<file path="src/rtl/noahgaertner_loader.sv">
// Boot loader that clears a nibble-wide target CPU, streams a 32-nibble image into it,
// sets its run point and clocks it for a requested number of ticks. Optional: LOADER_CHECK_EN.
module noahgaertner_loader (
    input  logic       clock,
    input  logic       reset,
    input  logic       start,
    input  logic [3:0] run_pc,
    input  logic [7:0] run_cycles,
    input  logic       jump_en,
    input  logic       img_valid,
    input  logic [3:0] img_nibble,
    output logic       img_ready,
    output logic [7:0] cpu_io_in,
    input  logic [7:0] cpu_io_out,
    output logic       busy,
    output logic       done,
`ifdef LOADER_CHECK_EN
    output logic       load_err,
`endif
    output logic [7:0] result
);

    typedef enum logic [3:0] {
        S_IDLE, S_CLEAR, S_SETPT0, S_IMG_WAIT, S_IMG_LO, S_IMG_HI, S_SETPT, S_RUN, S_DONE
    } state_t;

    localparam logic [1:0] CMD_SETPT = 2'd2;
    localparam logic [1:0] CMD_RUN   = 2'd3;

    state_t     state_reg, state_next;
    logic       phase_reg, phase_next;
    logic [7:0] cpu_reg, cpu_next;
    logic [4:0] count_reg;
    logic [7:0] cycles_reg;
    logic [3:0] pc_reg;
    logic       jump_reg;
    logic [7:0] result_reg;
    logic       accept_start;

    assign accept_start = (state_reg == S_IDLE) && start;

    always_ff @(posedge clock) begin
        if (reset) begin
            state_reg <= S_IDLE;
            phase_reg <= 1'b0;
        end else begin
            state_reg <= state_next;
            phase_reg <= phase_next;
        end
    end

    // Two-phase states use phase_reg: 0 = LO half of the tick, 1 = HI half.
    always_comb begin
        state_next = state_reg;
        phase_next = phase_reg;
        case (state_reg)
            S_IDLE: begin
                if (start) begin
                    state_next = S_CLEAR;
                    phase_next = 1'b0;
                end
            end
            S_CLEAR: begin
                phase_next = ~phase_reg;
                if (phase_reg) state_next = S_SETPT0;
            end
            S_SETPT0: begin
                phase_next = ~phase_reg;
                if (phase_reg) state_next = S_IMG_WAIT;
            end
            S_IMG_WAIT: begin
                if (img_valid) state_next = S_IMG_LO;
            end
            S_IMG_LO: state_next = S_IMG_HI;
            S_IMG_HI: begin
                phase_next = 1'b0;
                state_next = (count_reg == 5'd31) ? S_SETPT : S_IMG_WAIT;
            end
            S_SETPT: begin
                phase_next = ~phase_reg;
                if (phase_reg) state_next = (cycles_reg == 8'd0) ? S_DONE : S_RUN;
            end
            S_RUN: begin
                phase_next = ~phase_reg;
                if (phase_reg && (cycles_reg == 8'd1)) state_next = S_DONE;
            end
            S_DONE:  state_next = S_IDLE;
            default: state_next = S_IDLE;
        endcase
    end

    // The pin image is computed from the upcoming state so the registered pins line up with it.
    always_comb begin
        img_ready = (state_reg == S_IMG_WAIT);
        busy      = (state_reg != S_IDLE) && (state_reg != S_DONE);
        done      = (state_reg == S_DONE);
        cpu_next  = {cpu_reg[7:1], 1'b0};
        case (state_next)
            S_CLEAR:  cpu_next = phase_next ? {cpu_reg[7:1], 1'b1} : 8'h00;
            S_SETPT0: cpu_next = phase_next ? {cpu_reg[7:1], 1'b1} : {4'h0, CMD_SETPT, 2'b10};
            S_IMG_LO: cpu_next = {img_nibble, 1'b0, count_reg[4], 2'b10};
            S_IMG_HI: cpu_next = {cpu_reg[7:1], 1'b1};
            S_SETPT:  cpu_next = phase_next ? {cpu_reg[7:1], 1'b1} : {pc_reg, CMD_SETPT, 2'b10};
            S_RUN:    cpu_next = phase_next ? {cpu_reg[7:1], 1'b1} : {jump_reg, 3'b000, CMD_RUN, 2'b10};
            default:  cpu_next = {cpu_reg[7:1], 1'b0};
        endcase
    end

    always_ff @(posedge clock) begin
        if (reset) begin
            cpu_reg    <= 8'h00;
            count_reg  <= 5'd0;
            cycles_reg <= 8'd0;
            pc_reg     <= 4'd0;
            jump_reg   <= 1'b0;
            result_reg <= 8'h00;
        end else begin
            cpu_reg <= cpu_next;
            if (accept_start) begin
                pc_reg     <= run_pc;
                cycles_reg <= run_cycles;
                jump_reg   <= jump_en;
                count_reg  <= 5'd0;
            end
            if (state_reg == S_IMG_HI) count_reg <= count_reg + 5'd1;
            if ((state_reg == S_RUN) && phase_reg) cycles_reg <= cycles_reg - 8'd1;
            if (state_reg == S_DONE) result_reg <= cpu_io_out;
        end
    end

`ifdef LOADER_CHECK_EN
    logic check_reg;
    logic load_err_reg;

    // count_reg has already advanced past the nibble, so it equals the pc the target should show.
    always_ff @(posedge clock) begin
        if (reset) begin
            check_reg    <= 1'b0;
            load_err_reg <= 1'b0;
        end else begin
            check_reg <= (state_reg == S_IMG_HI);
            if (accept_start) load_err_reg <= 1'b0;
            else if (check_reg && (cpu_io_out[3:0] != count_reg[3:0])) load_err_reg <= 1'b1;
        end
    end

    assign load_err = load_err_reg;
`endif

    assign cpu_io_in = cpu_reg;
    assign result    = result_reg;

endmodule

</file>
<file path="config.mk">
export PLATFORM = sky130hd
export DESIGN_NAME = noahgaertner_loader
export DESIGN_NICKNAME = d
export VERILOG_FILES = /design/src/rtl/noahgaertner_loader.sv
export SDC_FILE = /design/constraint.sdc
export NUM_CORES = 1
export LEC_CHECK = 0
export BUFFER_PORTS_ARGS = -buffer_cell sky130_fd_sc_hd__buf_4
export CAP_MARGIN = 20
export CORE_UTILIZATION = 58
export CTS_BUF_LIST = sky130_fd_sc_hd__clkbuf_8
export DETAILED_ROUTE_END_ITERATION = 10
export PLACE_DENSITY_LB_ADDON = 0.3
export SLEW_MARGIN = 20
export SYNTH_ARGS = -nofsm -noshare
export SYNTH_HDL_FRONTEND = slang
export SYNTH_SLANG_ARGS = --single-unit
</file>
<file path="constraint.sdc">
create_clock -name clock -period 6.2 [get_ports clock]
set_input_delay 1.24 -clock clock [delete_from_list [all_inputs] [get_ports clock]]
set_output_delay 1.24 -clock clock [all_outputs]
set_load 0.05 [all_outputs]
</file>
==> summary.md <==
| Metric | Value |
|---|---|
| Status | completed |
| Multiplexer area fraction after synthesis | 0.0217 |
| Io pins | 48 |
| Mean Syn Cell Area | 8.23 µm² |
| Largest net degree at the start of global routing | 40 |
| Worst setup EP type | primary output |
| Fin cells | around 330 |
| Switch share | 0.314 |
| R2r startpoint | count_reg[0] |
| Relative slew slack | 0.435 |
| Synth Area in Adders | 0.0319 |
| Clk Latency, worst-skew pair | 300 ps |
| Main combinational cell family by area after synthesis | compound AO/OA/AOI/OAI gates |
| Core area | ~3100 µm² |
| PwrDens | 236 nW/µm² |
| Critical Path RT | 4960 ps |
| Cell variety after synth | 51 |
| Crit start category | flop |
| Synthesized area | 1960 µm² |
| Tcrit/Tclk final | 0.532 |
| Drt drc | 0 |
| 1st-iter DRT viols | approximately 180 |
| Post-Syn Nets | 272 |
| CTS buffer count | 5 |
| Seq/Total Area, Yosys | 0.399 |
| Hold crit path type | reg -> reg |
| Flops & latches, synth | 39 |
| Worst hold slack | about 460 ps |
| Post-CTS Setup Inserts | 0 |
| Clock network power share | 0.297 |
| Worst slew pin tran | between 800 and 900 ps |
| RSZ-0062 raised after global routing | no |
| Largest cells by area after synthesis | dfxtp_1 40%, a21oi_1 7.4%, nand2_1 6.7% |
| CTS tree | built |
| Post-synthesis async set-or-reset flop share | 0 |
| Die height | 60.1 µm |
| Vias per inst | 6.07 |
| Initial antenna violation count | 0 |
| Worst hold start | result[4] |
| Reg2reg setup slack | 3580 ps |
| Leakage power | 0.943 nW |
| DR WL/cell | 14.6 µm |
| Clock Sinks | 39 |
| Congestion Overflow GR | 0 |
| Crit Path Max Fanout | 15 |
| Worst r2r dst | cpu_io_in[7] |
| Diode count | 0 |
| Internal power | 0.000387 W |
| Final core occ | 0.763 |
| Compound-Gate Fraction of Synth Area | 0.254 |
| Setup tns final | 0 ps |
| Final Hold Viols | 0 |
| Sequential share of power | 0.497 |
| Nets | 314 |
| Dpl ws | about 3300 ps |
| XOR/XNOR Fraction of Synth Area | 0 |
| Crit Path Class | reg -> out |
| Max Cap Viol | 0 |
| DRT antenna net count | 0 |
| Final critical-path required period | 3300 ps |
| Total number of vias | 1972 |
| P&R area growth vs syn | 21.9% |
| Hold Path Depth | 2 |
| Hold EP | result[4] |
| Count of input and output buffers | 47 |
| Dominant cell type by area after synthesis | dfxtp_1 |
| Post-synth top flop | dfxtp_1 |
| Total global-route track usage | 0.278 |
| Row Count | 20 |
| H-Tree Depth | 2 |
| Pre-antenna DRT Iters | 5 |
| Simple-gate portion of the synthesized area | 0.252 |
| Commonest non-fill, non-tap cell in the layout | buf_4 |
| Synthesized instance count | between 200 and 250 |
| Inst Count DP | 317 |
| Share of cells above drive strength 1 | 0.228 |
| Final setup fails | 0 |
| Yosys warning count | 0 |
| Post_cts resized | 0 |
| Starting density of the core | 0.626 |
| Clk buf depth | 2 |
| Most frequent cells in the layout | 47 x buf_4, 39 x dfxtp_1, 35 x nand2_1 |
| Skew final | 9.47 ps |
| Setup ws final | 2900 ps |
| Chip width | 60.1 µm |
| # hold bufs at CTS | 0 |
| Fmax | roughly 300 MHz |
| Reg clk slew, reported paths | around 70 ps |
| Vias in the first global route | 1725 |
| EDFF count, synth | 0 |
| R2R cell count | 9 |
| Peak supply drop | 161 µV |
| FILL cells | 229 |
| Gp weighted congestion | 0.888 |
| Detailed-placement wirelength estimate | 3300 µm |
| Final Max Slew Viols | 0 |
| Worst Path Arrival | 2060 ps |
| Gate power share | 0.206 |
| Die area | 3610 µm² |
| Clock root cell | clkbuf_8 |
| Psw | 0.000177 W |
| First-pass GRT wire length | 7480 µm |
| Top-area cell type share of the netlist area | 0.399 |
| Post-Route WL | 4760 µm |
## how the worst max path moves through the flow
stage	depth (start not counted)	slack (ps)	from	end
2_1_floorplan	3	3560	state_reg[0]	img_ready
3_3_place_gp	4	3380	state_reg[0]	done
3_5_place_dp	4	3310	state_reg[0]	done
4_1_cts	4	2950	state_reg[1]	done
5_1_grt	4	2750	state_reg[0]	done
6_report	4	2900	state_reg[1]	done
## per-stage QoR
stage | total power (W) | area [µm²]
floorplan | 0.000369 | 1960
global placement | 0.000397 | 2300
detailed placement | 0.000399 | 2300
CTS | 0.000563 | 2390
global route | 0.000591 | 2390
finish | 0.000564 | 2390
## Yosys cell counts, drive strengths merged (4+ instances only)
master / number
a21oi: 30
a22oi: 9
a31oi: 6
buf: 5
clkbuf: 7
dfxtp: 39
ha: 5
inv: 4
nand2: 35
nand2b: 5
nand3: 8
nor2: 23
nor2b: 4
nor3: 6
o21ai: 5
o31ai: 6
## worst max-delay path, stage by stage (launching register included)
cell and delay, ps:
dfxtp_1 650, nor2_1 200, nand3_1 330, clkinv_1 310, buf_4 270
## final cells by class
class,instances,area [µm²],share of cell area
clock buffer,5,68.8,0.0288
clock inverter,3,16.3,0.00681
inverter,5,18.8,0.00786
multi-input combinational,182,1090,0.459
sequential,39,781,0.327
tap,44,55.1,0.0231
timing repair buffer,47,353,0.148
## power groups by stage
stage / clock (W) / combinational [W] / sequential [W]
after floorplan: 0 / 0.0000842 / 0.000284
after CTS: 0.000169 / 0.000115 / 0.000280
after detailed placement: 0 / 0.000114 / 0.000285
after global placement: 0 / 0.000112 / 0.000285
final: 0.000167 / 0.000116 / 0.000280
after global routing: 0.000182 / 0.000127 / 0.000282
## cells by family (layout without fill, tap and decap cells)
logic type | count (synthesis) | in the layout
AO/OA/AOI/OAI | 74 | 74
adder cells (fa/ha/maj) | 5 | 5
multiplexers | 4 | 4
AND/OR/NAND/NOR | 99 | 99
buffers and inverters | 17 | 60
flip-flops | 39 | 39
## metal layers
metal | global-route usage | share of wire | up-vias
met1 | 0.357 | 0.43 | 912
met2 | 0.419 | 0.46 | 91
met3 | 0.0974 | 0.075 | 16
met5 | 0 | 0 | -
met4 | 0.120 | 0.029 | 0
li1 | - | - | 953
(Power assumes the default switching activity.)
